<file path="src/rtl/control_multiciclo.sv">
// Multicycle control FSM (FETCH/DECODE/EXEC/MEM/WB/TRAP) for the RV32I-subset datapath.
// Define ILLEGAL_TRAP_EN to trap on unsupported opcodes; otherwise they retire as NOPs.
module control_multiciclo #(
  parameter int CNT_W    = 32,
  parameter int WAIT_MAX = 255
) (
  input  logic             clk_i,
  input  logic             rst_i,
  input  logic [6:0]       opcode_i,
  input  logic             imem_ready_i,
  input  logic             dmem_ready_i,
  output logic             pcwrite_o,
  output logic             irwrite_o,
  output logic             imem_req_o,
  output logic             regwrite_o,
  output logic             alusrc_o,
  output logic             memwrite_o,
  output logic             memread_o,
  output logic             memtoreg_o,
  output logic             branch_o,
  output logic             jalFlag_o,
  output logic [2:0]       state_o,
  output logic [CNT_W-1:0] retired_o,
  output logic             err_o
);
  localparam logic [2:0] ST_FETCH  = 3'd0;
  localparam logic [2:0] ST_DECODE = 3'd1;
  localparam logic [2:0] ST_EXEC   = 3'd2;
  localparam logic [2:0] ST_MEM    = 3'd3;
  localparam logic [2:0] ST_WB     = 3'd4;
  localparam logic [2:0] ST_TRAP   = 3'd5;

  localparam logic [6:0] OP_I = 7'b0010011;
  localparam logic [6:0] OP_R = 7'b0110011;
  localparam logic [6:0] OP_S = 7'b0100011;
  localparam logic [6:0] OP_L = 7'b0000011;
  localparam logic [6:0] OP_B = 7'b1100011;
  localparam logic [6:0] OP_J = 7'b1101111;

  localparam int WC_W = (WAIT_MAX > 0) ? $clog2(WAIT_MAX + 1) : 1;
  localparam logic [WC_W-1:0] WC_MAX = WC_W'(WAIT_MAX);

  logic [2:0]       state_q, state_d;
  logic [6:0]       op_q;
  logic [WC_W-1:0]  wait_q;
  logic [CNT_W-1:0] retired_q;
  logic             err_q;
  logic             is_i, is_r, is_s, is_l, is_b, is_j;
  logic             legal_in, waiting, ready_sel, timeout;

  assign is_i = (op_q == OP_I);
  assign is_r = (op_q == OP_R);
  assign is_s = (op_q == OP_S);
  assign is_l = (op_q == OP_L);
  assign is_b = (op_q == OP_B);
  assign is_j = (op_q == OP_J);

  assign legal_in = (opcode_i == OP_I) || (opcode_i == OP_R) || (opcode_i == OP_S) ||
                    (opcode_i == OP_L) || (opcode_i == OP_B) || (opcode_i == OP_J);

  // The wait counter saturates at WAIT_MAX; a ready in that same cycle still wins.
  assign waiting   = (state_q == ST_FETCH) || (state_q == ST_MEM);
  assign ready_sel = (state_q == ST_FETCH) ? imem_ready_i : dmem_ready_i;
  assign timeout   = (WAIT_MAX > 0) && waiting && !ready_sel && (wait_q == WC_MAX);

  always_ff @(posedge clk_i) begin
    if (rst_i) state_q <= ST_FETCH;
    else       state_q <= state_d;
  end

  always_comb begin
    state_d = state_q;
    case (state_q)
      ST_FETCH:  if (imem_ready_i) state_d = ST_DECODE;
                 else if (timeout) state_d = ST_TRAP;
      ST_DECODE: begin
        if (legal_in) state_d = ST_EXEC;
        else begin
`ifdef ILLEGAL_TRAP_EN
          state_d = ST_TRAP;
`else
          state_d = ST_FETCH;
`endif
        end
      end
      ST_EXEC: begin
        if (is_b)              state_d = ST_FETCH;
        else if (is_s || is_l) state_d = ST_MEM;
        else                   state_d = ST_WB;
      end
      ST_MEM:    if (dmem_ready_i) state_d = is_s ? ST_FETCH : ST_WB;
                 else if (timeout) state_d = ST_TRAP;
      ST_WB:     state_d = ST_FETCH;
      ST_TRAP:   state_d = ST_TRAP;
      default:   state_d = ST_FETCH;
    endcase
  end

  always_comb begin
    pcwrite_o  = 1'b0;
    irwrite_o  = 1'b0;
    imem_req_o = 1'b0;
    regwrite_o = 1'b0;
    alusrc_o   = 1'b0;
    memwrite_o = 1'b0;
    memread_o  = 1'b0;
    memtoreg_o = 1'b0;
    branch_o   = 1'b0;
    jalFlag_o  = 1'b0;
    case (state_q)
      ST_FETCH: begin
        imem_req_o = 1'b1;
        irwrite_o  = imem_ready_i;
      end
      ST_DECODE: begin
`ifdef ILLEGAL_TRAP_EN
        pcwrite_o = 1'b0;
`else
        pcwrite_o = !legal_in;
`endif
      end
      ST_EXEC: begin
        alusrc_o  = is_i || is_s || is_l;
        branch_o  = is_b;
        pcwrite_o = is_b;
        jalFlag_o = is_j;
      end
      ST_MEM: begin
        alusrc_o   = 1'b1;
        memwrite_o = is_s;
        memread_o  = is_l;
        memtoreg_o = is_l;
        pcwrite_o  = is_s && dmem_ready_i;
      end
      ST_WB: begin
        regwrite_o = 1'b1;
        pcwrite_o  = 1'b1;
        memtoreg_o = is_l;
        jalFlag_o  = is_j;
      end
      default: ;
    endcase
  end

  // Every retire point is exactly the cycle that advances the PC.
  always_ff @(posedge clk_i) begin
    if (rst_i) begin
      op_q      <= '0;
      wait_q    <= '0;
      retired_q <= '0;
      err_q     <= 1'b0;
    end else begin
      if (state_q == ST_DECODE) op_q <= opcode_i;
      if (state_d != state_q) wait_q <= '0;
      else if (waiting && (wait_q != WC_MAX)) wait_q <= wait_q + 1'b1;
      if (pcwrite_o) retired_q <= retired_q + 1'b1;
      if (state_d == ST_TRAP) err_q <= 1'b1;
    end
  end

  assign state_o   = state_q;
  assign retired_o = retired_q;
  assign err_o     = err_q;
endmodule

</file>
<file path="config.mk">
export PLATFORM = sky130hd
export DESIGN_NAME = control_multiciclo
export DESIGN_NICKNAME = d
export VERILOG_FILES = /design/src/rtl/control_multiciclo.sv
export SDC_FILE = /design/constraint.sdc
export NUM_CORES = 1
export LEC_CHECK = 0
export ABC_CLOCK_PERIOD_IN_PS = 6500
export CORE_ASPECT_RATIO = 0.7
export CORE_MARGIN = 5
export CORE_UTILIZATION = 40
export CTS_CLUSTER_SIZE = 30
export DETAILED_ROUTE_END_ITERATION = 7
export DONT_BUFFER_PORTS = 1
export GPL_ROUTABILITY_DRIVEN = 0
export PLACE_DENSITY = 0.58
export SYNTH_ARGS = -nofsm -noshare
export SYNTH_HDL_FRONTEND = slang
export SYNTH_SLANG_ARGS = --single-unit
</file>
<file path="constraint.sdc">
create_clock -name clk_i -period 6.5 [get_ports clk_i]
set_input_delay 0.65 -clock clk_i [delete_from_list [all_inputs] [get_ports clk_i]]
set_output_delay 0.65 -clock clk_i [all_outputs]
set_load 0.02 [all_outputs]
</file>
==> metrics list <==
- Derived from the worst setup path, the maximum achievable clock frequency is 293 MHz.
- The initial antenna violation count came to 0.
* Max VDD drop: 0.0707 mV
- The die covers 8590 µm².
- Area growth from synthesis to final layout: 4.36%
- For this design the static power due to leakage is 0.918 nW.
- Setup repair after global routing left no endpoint under its margin.
* Transition at the pin with the smallest max-transition slack: 0.925 ns
- After layout, the design draws a total of roughly 530 µW.
- Status: finished clean
* Switching power: 127 µW
- Post-synthesis sequential area ratio: 37.5%
* Synth Register Bits: a little over 50
- Ratio of cells with drive above 1 in the final layout: a little over 6%
- The floorplan has 25 rows.
- The number of global-route vias before repair is roughly 2200.
- Across the run, the number of max-cap violations was 0.
* Max transition margin: 37.9%
- The die is 109 µm wide.
- Netlist cell types: 54
- Period utilization: between 50 and 60%
- Flop pwr share: 61.7%
- Required time worst endpoint: about 5.9 ns
* Sw Share: 24.1%
- Final Max Slew Viols: 0
- GRT Resource Usage Total: 16.5%
- Mean cell area of the mapped netlist: 8.23 µm²
* Crit. End Element: output port
- After detailed routing, the total wire length is roughly 6800 µm.
* Largest buffer count on any clock path: 2
- The floorplan step defined a core boundary enclosing 6690 µm².
* Max Clock Skew: about 0.0038 ns
- Final setup violating endpoints: 0
- The number of nets in the synthesized netlist is approximately 340.
- After detailed routing, the average wire length per cell comes to between 15 and 20 µm.
- After clock tree synthesis, the clock-pin slew on the worst setup and hold paths is 0.09 ns.
* Number of port buffers: 0
* Syn Std Cell Area: 2730 µm²
- The first detailed-routing pass took 4 iterations.
- After global routing the overflow that remains totals 0.
- Along the worst path, the maximum fanout reaches 15.
- Of all flip-flops after synthesis, the portion carrying an async set or reset was 0%.
- TritonCTS built the clock tree.
- Time the worst path needs with I/O delays and setup: 3.41 ns
- In the routed design, unresolved DRC markers number 0.
- Kind of critical path: reg -> out
- Buffers inserted to repair hold after CTS numbered 0.
- Initial cell density of the core: 40.7%
- STA classifies the critical path startpoint as a flip-flop.
- Count of fill cells added during filler insertion: 692
- Once detail routing completed, the nets flagged for antenna violations numbered 0.
- After detailed routing, the number of vias per cell comes to between 5 and 6.
- For the worst setup path, the data arrival time is 2.76 ns.
- Across the whole layout, storage elements account for around 1000 µm².
- Internal power comes to ~400 µW.
- Total Neg Setup Slack: 0 ns
- Power spread over the standard cell area amounts to roughly 190 nW/µm².
- Combinational Power Share: 5.4%
* Net count reported at finish: 335
* Count of synthesis-stage warnings from yosys: 0
* Iteration-0 DRC Markers: roughly 130
- Number of resized instances in the post-cts repair step: 0
- CTS H-tree depth: 2
- The synthesized design contains 0 enable-type register cells.
- Synthesis produced approximately 330 cells.
* Number of buffers added by the clock tree synthesis step: 5
* Setup bufs post-CTS: 0
- Share of total power in the clock network: about a third
- The first global-routing pass estimated 11200 µm of wire.
- The number of hold violations in the final report is 0.
- Footprint of the multi-input gates: 1600 µm²
- Type of the worst min-delay path: in -> reg
* Util after Layout: 42.5%
- For this run, the leading register cell type out of synthesis is sky130_fd_sc_hd__dfxtp_1.
- Die Ht: 79.1 µm
- The final route contains 2349 vias.
- CTS root buf: sky130_fd_sc_hd__clkbuf_8
- Inserted Diodes: 0
- Entering global routing, the biggest net connects between 40 and 50 pins.
* Hpwl dp: 4830 µm
- For the worst-skew pair, the clock arrives at the later sink with an insertion delay of 0.30 ns.
- The tree built by TritonCTS fans out to 51 sinks.
- I/O pins: 57
## cells in the final DEF (no fill, tap or decap), types with 7 or more instances in the layout
cell type                 Yosys  routed
sky130_fd_sc_hd__nand3_1     11      11
sky130_fd_sc_hd__nor2_1      30      30
sky130_fd_sc_hd__o31ai_1      8       8
sky130_fd_sc_hd__nand2_1     34      34
sky130_fd_sc_hd__inv_1        8       8
sky130_fd_sc_hd__nor3_1      10      10
sky130_fd_sc_hd__or3_1       11      11
sky130_fd_sc_hd__o21ai_0     10      10
sky130_fd_sc_hd__a21oi_1     28      28
sky130_fd_sc_hd__or4_1        7       7
sky130_fd_sc_hd__dfxtp_1     51      51
sky130_fd_sc_hd__xor2_1      18      18
sky130_fd_sc_hd__nand4_1     10      10
## sequential cells by signal, indices dropped and copies added, names as in the netlist
signal	count
wait_q	8
retired_o	32
err_o	1
state_o	3
op_q	7
## metrics by stage
stage | setup slack [ns] | instances | area [µm²] | hold WS [ns]
finish | 3.09 | 415 | 2840 | 0.411
global route | 2.89 | 415 | 2840 | 0.385
CTS | 3.07 | 415 | 2840 | 0.389
detailed placement | 3.25 | 409 | 2770 | 0.477
global placement | 3.39 | 409 | 2770 | 0.461
floorplan | 3.97 | 331 | 2730 | 0.453
## area by class of cell
| type | count | area share [%] |
|---|---|---|
| clock buffer | 6 | 2.55 |
| inverter | 9 | 1.19 |
| multi-input combinational | 255 | 56.2 |
| sequential | 51 | 35.9 |
| tap | 94 | 4.14 |
## final timing paths
path,from,to,slack (ns),cells past startpoint
worst min register to register,op_q[4],op_q[4],0.48,2
worst min-delay path,rst_i,op_q[2],0.41,1
worst max-delay path,state_o[1],pcwrite_o,3.09,5
worst max register to register,state_o[1],retired_o[27],3.21,6
## logic make-up after synthesis
logic type	share of synthesized area (%)
flops	37.5
xor+xnor	6.75
buf+inv	3.86
compound gates	19.7
mux	0.918
fa+ha+maj	0.918
simple gates	30.4
## metal layers
| layer | GRT usage (%) | wire, µm |
|---|---|---|
| met1 | 23.7 | 3440 |
| met3 | 5.28 | 496 |
| met5 | 0 | 0 |
| met2 | 23.4 | 2770 |
| met4 | 4.79 | 39 |
## worst max-delay path, cell delays in order (launching register included)
cell and delay (ns):
sky130_fd_sc_hd__dfxtp_1 0.74, sky130_fd_sc_hd__nor2b_1 0.28, sky130_fd_sc_hd__nand2_1 0.19, sky130_fd_sc_hd__nor4_4 0.77, sky130_fd_sc_hd__nor2_2 0.18, sky130_fd_sc_hd__inv_1 0.30
## Yosys cell counts (3+ instances only)
master | n | share of area [%]
sky130_fd_sc_hd__nor2_1 | 30 | 4.1
sky130_fd_sc_hd__o2111ai_1 | 5 | 1.6
sky130_fd_sc_hd__a211oi_1 | 4 | 1.1
sky130_fd_sc_hd__clkbuf_1 | 10 | 1.4
sky130_fd_sc_hd__xnor2_1 | 3 | 0.96
sky130_fd_sc_hd__nand3_1 | 11 | 2.0
sky130_fd_sc_hd__buf_2 | 3 | 0.55
sky130_fd_sc_hd__inv_1 | 8 | 1.1
sky130_fd_sc_hd__nor4_1 | 3 | 0.69
sky130_fd_sc_hd__o21ai_1 | 6 | 1.1
sky130_fd_sc_hd__and4_1 | 4 | 1.3
sky130_fd_sc_hd__and3_1 | 5 | 1.1
sky130_fd_sc_hd__a31oi_1 | 4 | 0.92
sky130_fd_sc_hd__a21oi_1 | 28 | 5.1
sky130_fd_sc_hd__o21ai_0 | 10 | 1.8
sky130_fd_sc_hd__nor3_1 | 10 | 1.8
sky130_fd_sc_hd__or4_1 | 7 | 1.9
sky130_fd_sc_hd__dfxtp_1 | 51 | 37
sky130_fd_sc_hd__or3_1 | 11 | 2.5
sky130_fd_sc_hd__nand4_1 | 10 | 2.3
sky130_fd_sc_hd__nand2_1 | 34 | 4.7
sky130_fd_sc_hd__o211ai_1 | 5 | 1.4
sky130_fd_sc_hd__and2_1 | 6 | 1.4
sky130_fd_sc_hd__o31ai_1 | 8 | 2.2
sky130_fd_sc_hd__xor2_1 | 18 | 5.8
sky130_fd_sc_hd__o31a_1 | 3 | 0.96
## power groups by stage
| stage | Combinational (mW) | Clock, mW | Sequential [mW] |
|---|---|---|---|
| 5_1_grt | 0.0323 | 0.195 | 0.326 |
| 3_5_place_dp | 0.0286 | 0 | 0.332 |
| 3_3_place_gp | 0.0281 | 0 | 0.332 |
| 2_1_floorplan | 0.0297 | 0 | 0.329 |
| 6_report | 0.0285 | 0.173 | 0.325 |
| 4_1_cts | 0.0288 | 0.184 | 0.325 |
No activity file was read; power rests on OpenSTA's default activity.
